==> config.mk <==
export PLATFORM = sky130hd
export DESIGN_NAME = seq_divider
export DESIGN_NICKNAME = d
export VERILOG_FILES = /design/src/rtl/seq_divider.sv
export SDC_FILE = /design/constraint.sdc
export NUM_CORES = 1
export LEC_CHECK = 0
export ABC_AREA = 0
export ABC_CLOCK_PERIOD_IN_PS = 5350
export CORE_MARGIN = 5
export CORE_UTILIZATION = 60
export CTS_BUF_LIST = sky130_fd_sc_hd__clkbuf_2 sky130_fd_sc_hd__clkbuf_4 sky130_fd_sc_hd__clkbuf_8
export DETAILED_ROUTE_END_ITERATION = 7
export HOLD_SLACK_MARGIN = 0.06
export PLACE_DENSITY_LB_ADDON = 0.05
export SLEW_MARGIN = 20
export SYNTH_ARGS = -nofsm -noshare
export SYNTH_HDL_FRONTEND = slang
export SYNTH_SLANG_ARGS = --single-unit
==> constraint.sdc <==
create_clock -name clk -period 5.35 [get_ports clk]
set_input_delay 0.8025 -clock clk [delete_from_list [all_inputs] [get_ports clk]]
set_output_delay 0.8025 -clock clk [all_outputs]
set_load 0.005 [all_outputs]
==> src/rtl/seq_divider.sv <==
// Sequential restoring divider, one quotient bit per cycle, signed/unsigned, start/done handshake.
// Optional build macro SEQ_DIV_EARLY_TERM_EN: finish early when |dividend| < |divisor|.
module seq_divider #(
  parameter int WIDTH = 32,
  parameter int CNT_W = $clog2(WIDTH)
) (
  input  logic             clk,
  input  logic             reset,
  input  logic             start,
  input  logic             is_signed,
  input  logic [WIDTH-1:0] dividend,
  input  logic [WIDTH-1:0] divisor,
  output logic             busy,
  output logic             done,
  output logic             error,
  output logic [WIDTH-1:0] quotient,
  output logic [WIDTH-1:0] remainder
);

  typedef enum logic [1:0] {
    S_IDLE = 2'd0,
    S_ITER = 2'd1,
    S_FIX  = 2'd2,
    S_DONE = 2'd3
  } state_t;

  localparam logic [WIDTH-1:0] ZERO     = {WIDTH{1'b0}};
  localparam logic [WIDTH-1:0] ONES     = {WIDTH{1'b1}};
  localparam logic [WIDTH-1:0] ONE      = {{(WIDTH-1){1'b0}}, 1'b1};
  localparam logic [WIDTH-1:0] MOST_NEG = {1'b1, {(WIDTH-1){1'b0}}};
  localparam logic [CNT_W-1:0] CNT_ZERO = {CNT_W{1'b0}};
  localparam logic [CNT_W-1:0] CNT_ONE  = {{(CNT_W-1){1'b0}}, 1'b1};
  localparam logic [CNT_W-1:0] CNT_INIT = CNT_W'(WIDTH-1);

  function automatic logic [WIDTH-1:0] negate(input logic [WIDTH-1:0] v);
    return ~v + ONE;
  endfunction

  function automatic logic [WIDTH-1:0] mag_of(input logic [WIDTH-1:0] v, input logic sgn);
    if (sgn && v[WIDTH-1]) begin
      return negate(v);
    end else begin
      return v;
    end
  endfunction

  state_t           state_q;
  logic [CNT_W-1:0] cnt_q;
  logic [WIDTH-1:0] dvd_q;    // dividend magnitude, quotient bits shift in at the LSB
  logic [WIDTH-1:0] rem_q;    // partial remainder magnitude
  logic [WIDTH-1:0] dsr_q;    // divisor magnitude
  logic             q_neg_q;
  logic             r_neg_q;
  logic             err_q;

  logic [WIDTH-1:0] dvd_mag;
  logic [WIDTH-1:0] dsr_mag;
  logic             ovf_hit;
  logic [WIDTH:0]   shift_s;
  logic [WIDTH:0]   diff_s;
  logic [WIDTH-1:0] rem_d;
  logic [WIDTH-1:0] dvd_d;

  assign dvd_mag = mag_of(dividend, is_signed);
  assign dsr_mag = mag_of(divisor, is_signed);
  assign ovf_hit = is_signed && (dividend == MOST_NEG) && (divisor == ONES);

`ifdef SEQ_DIV_EARLY_TERM_EN
  logic skip_q;
  logic early_hit;
  assign early_hit = (dvd_mag < dsr_mag);
`endif

  // One shift-subtract step; the partial remainder is always below the divisor,
  // so the WIDTH+1-bit difference is negative exactly when its top bit is set.
  always_comb begin
    shift_s = {rem_q, dvd_q[WIDTH-1]};
    diff_s  = shift_s - {1'b0, dsr_q};
    if (diff_s[WIDTH]) begin
      rem_d = shift_s[WIDTH-1:0];
      dvd_d = {dvd_q[WIDTH-2:0], 1'b0};
    end else begin
      rem_d = diff_s[WIDTH-1:0];
      dvd_d = {dvd_q[WIDTH-2:0], 1'b1};
    end
  end

  // Control FSM, datapath registers and registered outputs.
  always_ff @(posedge clk or negedge reset) begin
    if (!reset) begin
      state_q   <= S_IDLE;
      cnt_q     <= CNT_ZERO;
      dvd_q     <= ZERO;
      rem_q     <= ZERO;
      dsr_q     <= ZERO;
      q_neg_q   <= 1'b0;
      r_neg_q   <= 1'b0;
      err_q     <= 1'b0;
      busy      <= 1'b0;
      done      <= 1'b0;
      error     <= 1'b0;
      quotient  <= ZERO;
      remainder <= ZERO;
`ifdef SEQ_DIV_EARLY_TERM_EN
      skip_q    <= 1'b0;
`endif
    end else begin
      case (state_q)
        S_IDLE: begin
          if (start) begin
            busy  <= 1'b1;
            cnt_q <= CNT_INIT;
            dsr_q <= dsr_mag;
            if (divisor == ZERO) begin
              // FIX passes these through untouched: quotient all ones, remainder = dividend
              state_q <= S_FIX;
              dvd_q   <= ONES;
              rem_q   <= dividend;
              q_neg_q <= 1'b0;
              r_neg_q <= 1'b0;
              err_q   <= 1'b1;
            end else begin
              state_q <= S_ITER;
              dvd_q   <= dvd_mag;
              rem_q   <= ZERO;
              q_neg_q <= is_signed & (dividend[WIDTH-1] ^ divisor[WIDTH-1]);
              r_neg_q <= is_signed & dividend[WIDTH-1];
              err_q   <= ovf_hit;
`ifdef SEQ_DIV_EARLY_TERM_EN
              skip_q  <= early_hit;
              if (early_hit) begin
                dvd_q <= ZERO;
                rem_q <= dvd_mag;
                cnt_q <= CNT_ZERO;
              end
`endif
            end
          end
        end
        S_ITER: begin
`ifdef SEQ_DIV_EARLY_TERM_EN
          if (!skip_q) begin
            rem_q <= rem_d;
            dvd_q <= dvd_d;
          end
`else
          rem_q <= rem_d;
          dvd_q <= dvd_d;
`endif
          if (cnt_q == CNT_ZERO) begin
            state_q <= S_FIX;
          end else begin
            cnt_q <= cnt_q - CNT_ONE;
          end
        end
        S_FIX: begin
          quotient  <= q_neg_q ? negate(dvd_q) : dvd_q;
          remainder <= r_neg_q ? negate(rem_q) : rem_q;
          error     <= err_q;
          done      <= 1'b1;
          state_q   <= S_DONE;
        end
        S_DONE: begin
          done    <= 1'b0;
          busy    <= 1'b0;
          state_q <= S_IDLE;
        end
        default: begin
          state_q <= S_IDLE;
          busy    <= 1'b0;
          done    <= 1'b0;
        end
      endcase
    end
  end

endmodule

## Yosys cells after proc, flatten, opt, wreduce, memory -nomap -nowiden

Index checks and enable logic that the tools add are counted.

| storage, ports and cells | value |
|---|---|
| register bits | 173 |
| input bits | 68 |
| output and inout bits | 67 |
| word-level logic and storage cells | 74 |

| operators by class | value |
|---|---|
| $add $sub $neg | 6 |
| eq/ne operators | 8 |
| mux-type cells | 25 |
| bitwise gates (word level) | 7 |
| reductions and logical operators | 15 |

Operators with widths:

| operator | number |
|---|---|
| 32-bit two-way mux | 9 |
| 32-bit by 1-bit adder with 32-bit output (second input constant) | 4 |
| 32-bit NOT | 4 |
| 32-bit one-hot mux with 2 select lines | 2 |
| 32-bit equality test (second input constant) | 2 |
| 33-bit by 32-bit subtractor with 33-bit output | 1 |
| 32-bit logical NOT | 1 |
| 5-bit two-way mux | 2 |
| 5-bit one-hot mux with 2 select lines | 1 |
| 2-bit one-hot mux with 4 select lines | 1 |
| 2-bit AND reduction | 4 |
| 2-bit two-way mux | 3 |
| 2-bit != test (second input constant) | 3 |
| 2-bit nonzero test | 3 |
| 5-bit logical NOT | 1 |
| 1-bit two-way mux | 5 |
| 5-bit by 1-bit subtractor with 5-bit output (second input constant) | 1 |
| 2-bit equality test (second input constant) | 2 |
| 1-bit logical AND | 4 |
| 1-bit one-hot mux with 2 select lines | 2 |
| 3-bit AND reduction | 1 |
| 1-bit bitwise AND | 2 |
| 2-bit by 1-bit equality test with 1-bit output (second input constant) | 1 |
| 2-bit logical NOT | 1 |
| 1-bit bitwise XOR | 1 |

## Depth between registers and ports, before layout

| logic depth | value |
|---|---|
| depth in word-level cells | 6 |
| mapped depth | 14 |
| mapped depth without buffers | 12 |

## Worst setup path before layout

OpenSTA, ideal clock, no wires.

| timing | value |
|---|---|
| path kind | reg2reg |
| start point | register dvd_q[31] |
| end point | register rem_q[0] |
| library setup time | 0.086 ns |
| data arrival time | 3.096 ns |
| setup slack | 2.168 ns |
| cell stages (with the launch flop) | 14 |
| buffers on the path | 1 |
| period minus slack after synthesis | 3.182 ns |
| cells stage by stage | dfrtp_1 -> inv_1 -> ha_1 -> fa_1 -> nand2b_1 -> a21o_1 -> a21o_1 -> o21ai_2 -> a41oi_2 -> o31a_2 -> xor2_1 -> buf_2 -> nand3_1 -> a32oi_1 |

| on the way | value |
|---|---|
| longest elaborated chain between the ends | 3 |

RTL lines:

| item | RTL line | text |
|---|---|---|
| from (decl) | 49 | `logic [WIDTH-1:0] dvd_q;` |
| from (signal assigned) | 124 | `dvd_q <= dvd_mag;` |
| from (signal assigned) | 148 | `dvd_q <= dvd_d;` |
| 33-bit by 32-bit subtractor with 33-bit output | 78 | `diff_s = shift_s - {1'b0, dsr_q};` |
| 32-bit two-way mux * | 79 | `if (diff_s[WIDTH]) begin` |
| 32-bit one-hot mux with 2 select lines * | 108 | `case (state_q)` |
| to (signal assigned) | 118 | `rem_q <= dividend;` |
| to (signal assigned) | 147 | `rem_q <= rem_d;` |
| to (decl) | 50 | `logic [WIDTH-1:0] rem_q;` |

Mark *: on every way between the ends. The rest lies on a longest branch, timed or not.
A chain may end at the register's enable or synchronous reset.

## Worst setup path in the final report

| timing | value |
|---|---|
| start point | register dvd_q[31] |
| end point | register rem_q[9] |

| on the way | value |
|---|---|
| longest elaborated chain between the ends | 3 |

RTL lines:

| item | RTL line |
|---|---|
| 33-bit by 32-bit subtractor with 33-bit output | 78 |
| 32-bit two-way mux | 79 |
| 32-bit one-hot mux with 2 select lines | 108 |

Every way passes these cells.

==> metrics.md <==
| Metric | Value |
|---|---|
| FP Rows | between 50 and 60 |
| Yosys Warn Count | 0 |
| Min setup slack post-route | around 1400 ps |
| Run status | finished, final reports clean |
| Worst voltage drop across the vdd grid | 522 uV |
| Violation count after the first detailed-routing iteration | 929 |
| Max Root-Sink Buffers | 2 |
| Worst rel slew slack | between 30 and 40% |
| Unrepaired setup endpoints after global routing | no |
| CTS tree | done |
| Placer Congestion | between 0.9 and 1 |
| Number of different library cells in the post-synthesis netlist | between 70 and 80 |
| Final Hold Violating Endpoints | 0 |
| Number of enable flip-flop cells after synthesis | 0 |
| Data arrival time of the worst path | roughly 4400 ps |
| Die ar. | approximately 0.023 sq mm |
| Skew final | between 15 and 20 ps |
| Fraction of final layout cells with drive strength greater than 1 | under 10% |
| Antenna diode instance count | 0 |
| Post-route DRC | 0 |
| Post-Syn Instances | roughly 1400 |
| Part of the Yosys area used for sequential elements | a little over a third |
| Worst stage delay on the critical path | roughly 690 ps |
| Fillcell total | 1594 |
| Post-Layout Cell Count | 1788 |
| Highest fanout seen on the critical path | 25 |
| Total placed instance area | ~0.013 sq mm |
| Via count of the first global-routing pass | around 10000 |
| Clock sink count | between 150 and 200 |
| Min Clock Period, post-route | between 3000 and 4000 ps |
| Measured slew at the worst slew-check pin | 1010 ps |
| Routed wire length per instance | about 18 microns |
| Drt via density | between 6 and 7 |
| Number of buffers created by CTS | 17 |
| Starting Density | about three fifths |
| Netlist area before placement | about 0.012 sq mm |
| Overall overflow remaining after global route | 0 |
| Number of search-and-repair iterations in the first detailed-routing pass | 5 |
| Global-route wire length before repair | 51.9 mm |
| Number of max-slew violations in the final report | 0 |
| Worst EP required | between 5000 and 6000 ps |
| Kind of start point of the critical path | flop |
| Pwr/cell area | roughly 670 mW/mm^2 |
| Y dimension of the die | ~150 microns |
| Net count after synthesis | approximately 1500 |
| Post-placement cell count | approximately 1800 |
| CP Class | reg -> reg |
| Total number of vias | between 10000 and 15000 |
| Cell breakdown of the critical path | inv_1, ha_1, fa_1, nand2b_1, a21o_1, a21o_1, o21ai_2, a41oi_2, o31a_2, xnor2_4, nand4_1, a31oi_1 |
| Global router's overall resource usage | ~29% |
| HPWL after detailed placement | between 20 and 25 mm |
| Post-Route Setup TNS | 0 ps |
| Worst Setup Slack post-DPL | around 1300 ps |
| Post-CTS Setup Repair Bufs | 0 |
| Flop and latch count out of synthesis | 173 |
| Clock input transition at the sequential cells of the worst setup and hold paths | 110 ps |
| Port Buffer Count | roughly 130 |
| Type of the worst min-delay path | in -> async |
| Critical path's most frequent cell | a21o_1 |
| Deepest level of the CTS H-tree | 4 |
| X dimension of the die | around 150 microns |
| Async set-reset flop share out of synthesis | 100% |
| Post-route cell area | around 0.014 sq mm |
| Ports placed on the boundary | 135 |
| Pin count of the biggest net entering global routing | 89 |
| Layout-stage area growth over the synthesis result | 15.6% |
| Total of max-cap violations | 0 |
| Post-layout total power | a little over 9000 uW |
| CTS Hold Buffers Added | 0 |
| Initial antenna violation count | 0 |
| Final wirelength | roughly 32 mm |
| Pleak | 0.00555 uW |
| Achievable clock frequency | 252 MHz |
| Remaining number of nets flagged by the antenna check after routing | 0 |
| Buffer type at the clock tree root | clkbuf_8 |
| Portion of the clock cycle consumed by the worst path in the final layout | between 70% and 80% |
| Core region area | 0.0195 sq mm |
| Fin nets | around 1600 |
| Critical-path cell with the highest stage delay | xnor2_4 |
| Clock latency of the later-clocked register in the worst-skew pair | between 400 and 500 ps |
| Mean area per synthesized cell | between 8 and 9 sq um |
| Final setup violation count | 0 |
| Critical Path End Type | flop |
| Number of gates resized after cts | 0 |
| Primary flip-flop cell chosen by synthesis mapping | dfrtp_1 |
[synthesized netlist by cell type (all sizes together) (25+ instances only)]
cell	count	area share, %
dfrtp	173	36
a21oi	168	7.0
nor2	158	5.0
nand2	146	4.6
o21ai	99	4.2
xor2	92	6.7
clkbuf	61	1.9
xnor2	59	4.5
inv	53	1.7
ha	43	4.5
o31ai	32	2.2
or3	28	1.7
a31oi	25	1.3
[cell families after synthesis]
group / synth area share, %
xor+xnor: 11.2
compound gates: 22.4
mux: 1.87
simple gates: 19.0
fa+ha+maj: 4.67
buf+inv: 4.72
flops: 36.2
[critical path: cells and delay by family (launching register included)]
family	cells	cell delay (ps)
AO/OA/AOI/OAI	6	1630
XOR/XNOR	1	690
adder cells (fa/ha/maj)	2	640
buffers and inverters	1	90
flip-flops	1	360
AND/OR/NAND/NOR	2	470
[layer usage]
| metal | vias up | track usage [%] | part of all wire, % |
|---|---|---|---|
| li1 | 5251 | - | - |
| met1 | 5142 | 42.6 | 45 |
| met2 | 431 | 42.2 | 43 |
| met3 | 66 | 3.83 | 8.1 |
| met4 | 0 | 11.0 | 3.4 |
| met5 | - | 0 | 0 |
[final timing paths]
path                            startpoint            end  slack (ps)  cells past startpoint
worst max-delay path             dvd_q[31]       rem_q[9]        1380                     12
worst min-delay path                 reset   remainder[4]         360                      1
worst max register to register   dvd_q[31]       rem_q[9]        1380                     12
worst min register to register   dsr_q[23]      dsr_q[23]         490                      2
max in group asynchronous            reset  remainder[25]        3780                      2
min in group clk                 dsr_q[23]      dsr_q[23]         490                      2
[power breakdown]
part	switching, uW	total, uW	internal [uW]
Combinational	3190	5580	2390
Clock	543	982	439
Sequential	755	2700	1940
Total	4480	9260	4770
[area by class of cell]
cell class                      instances  area (sq um)  share of cell area [%]
Timing Repair Buffer                  147          1440                    10.4
Inverter                               53           199                    1.44
Sequential cell                       173          4330                    31.3
Multi-Input combinational cell       1118          7110                    51.4
Clock buffer                           18           241                    1.75
Clock inverter                         14           183                    1.32
Tap cell                              265           332                    2.40
[cells in the final DEF (no fill, tap or decap), drive strengths merged, types with 11 or more instances in the layout]
cell type / n
nand2: 146
xnor2: 59
nand4: 17
a21oi: 168
nand3: 20
o22ai: 20
o31ai: 32
ha: 43
or3: 28
nor2: 158
buf: 14
o21ai: 99
a32oi: 18
a31oi: 25
mux2: 11
a21o: 13
clkdlybuf4s50: 133
clkbuf: 18
o41ai: 13
nand2b: 12
nor4: 12
inv: 57
or4: 13
dfrtp: 173
xor2: 92
nor3: 23
[stage by stage]
| stage | utilization [%] | hold WS, ps |
|---|---|---|
| 4_1_cts | 70.8 | 419 |
| 5_1_grt | 70.8 | 443 |
| 6_report | 70.8 | 364 |
| 3_3_place_gp | 68.7 | 462 |
| 3_5_place_dp | 68.7 | 470 |
| 2_1_floorplan | - | 444 |
[sequential cells by signal (all words and copies together), names as in the netlist, 2 cells and up]
name / flops
rem_q: 32
quotient: 32
state_q: 2
dvd_q: 32
cnt_q: 5
dsr_q: 32
remainder: 32
Power figures use the tool's default switching activity.
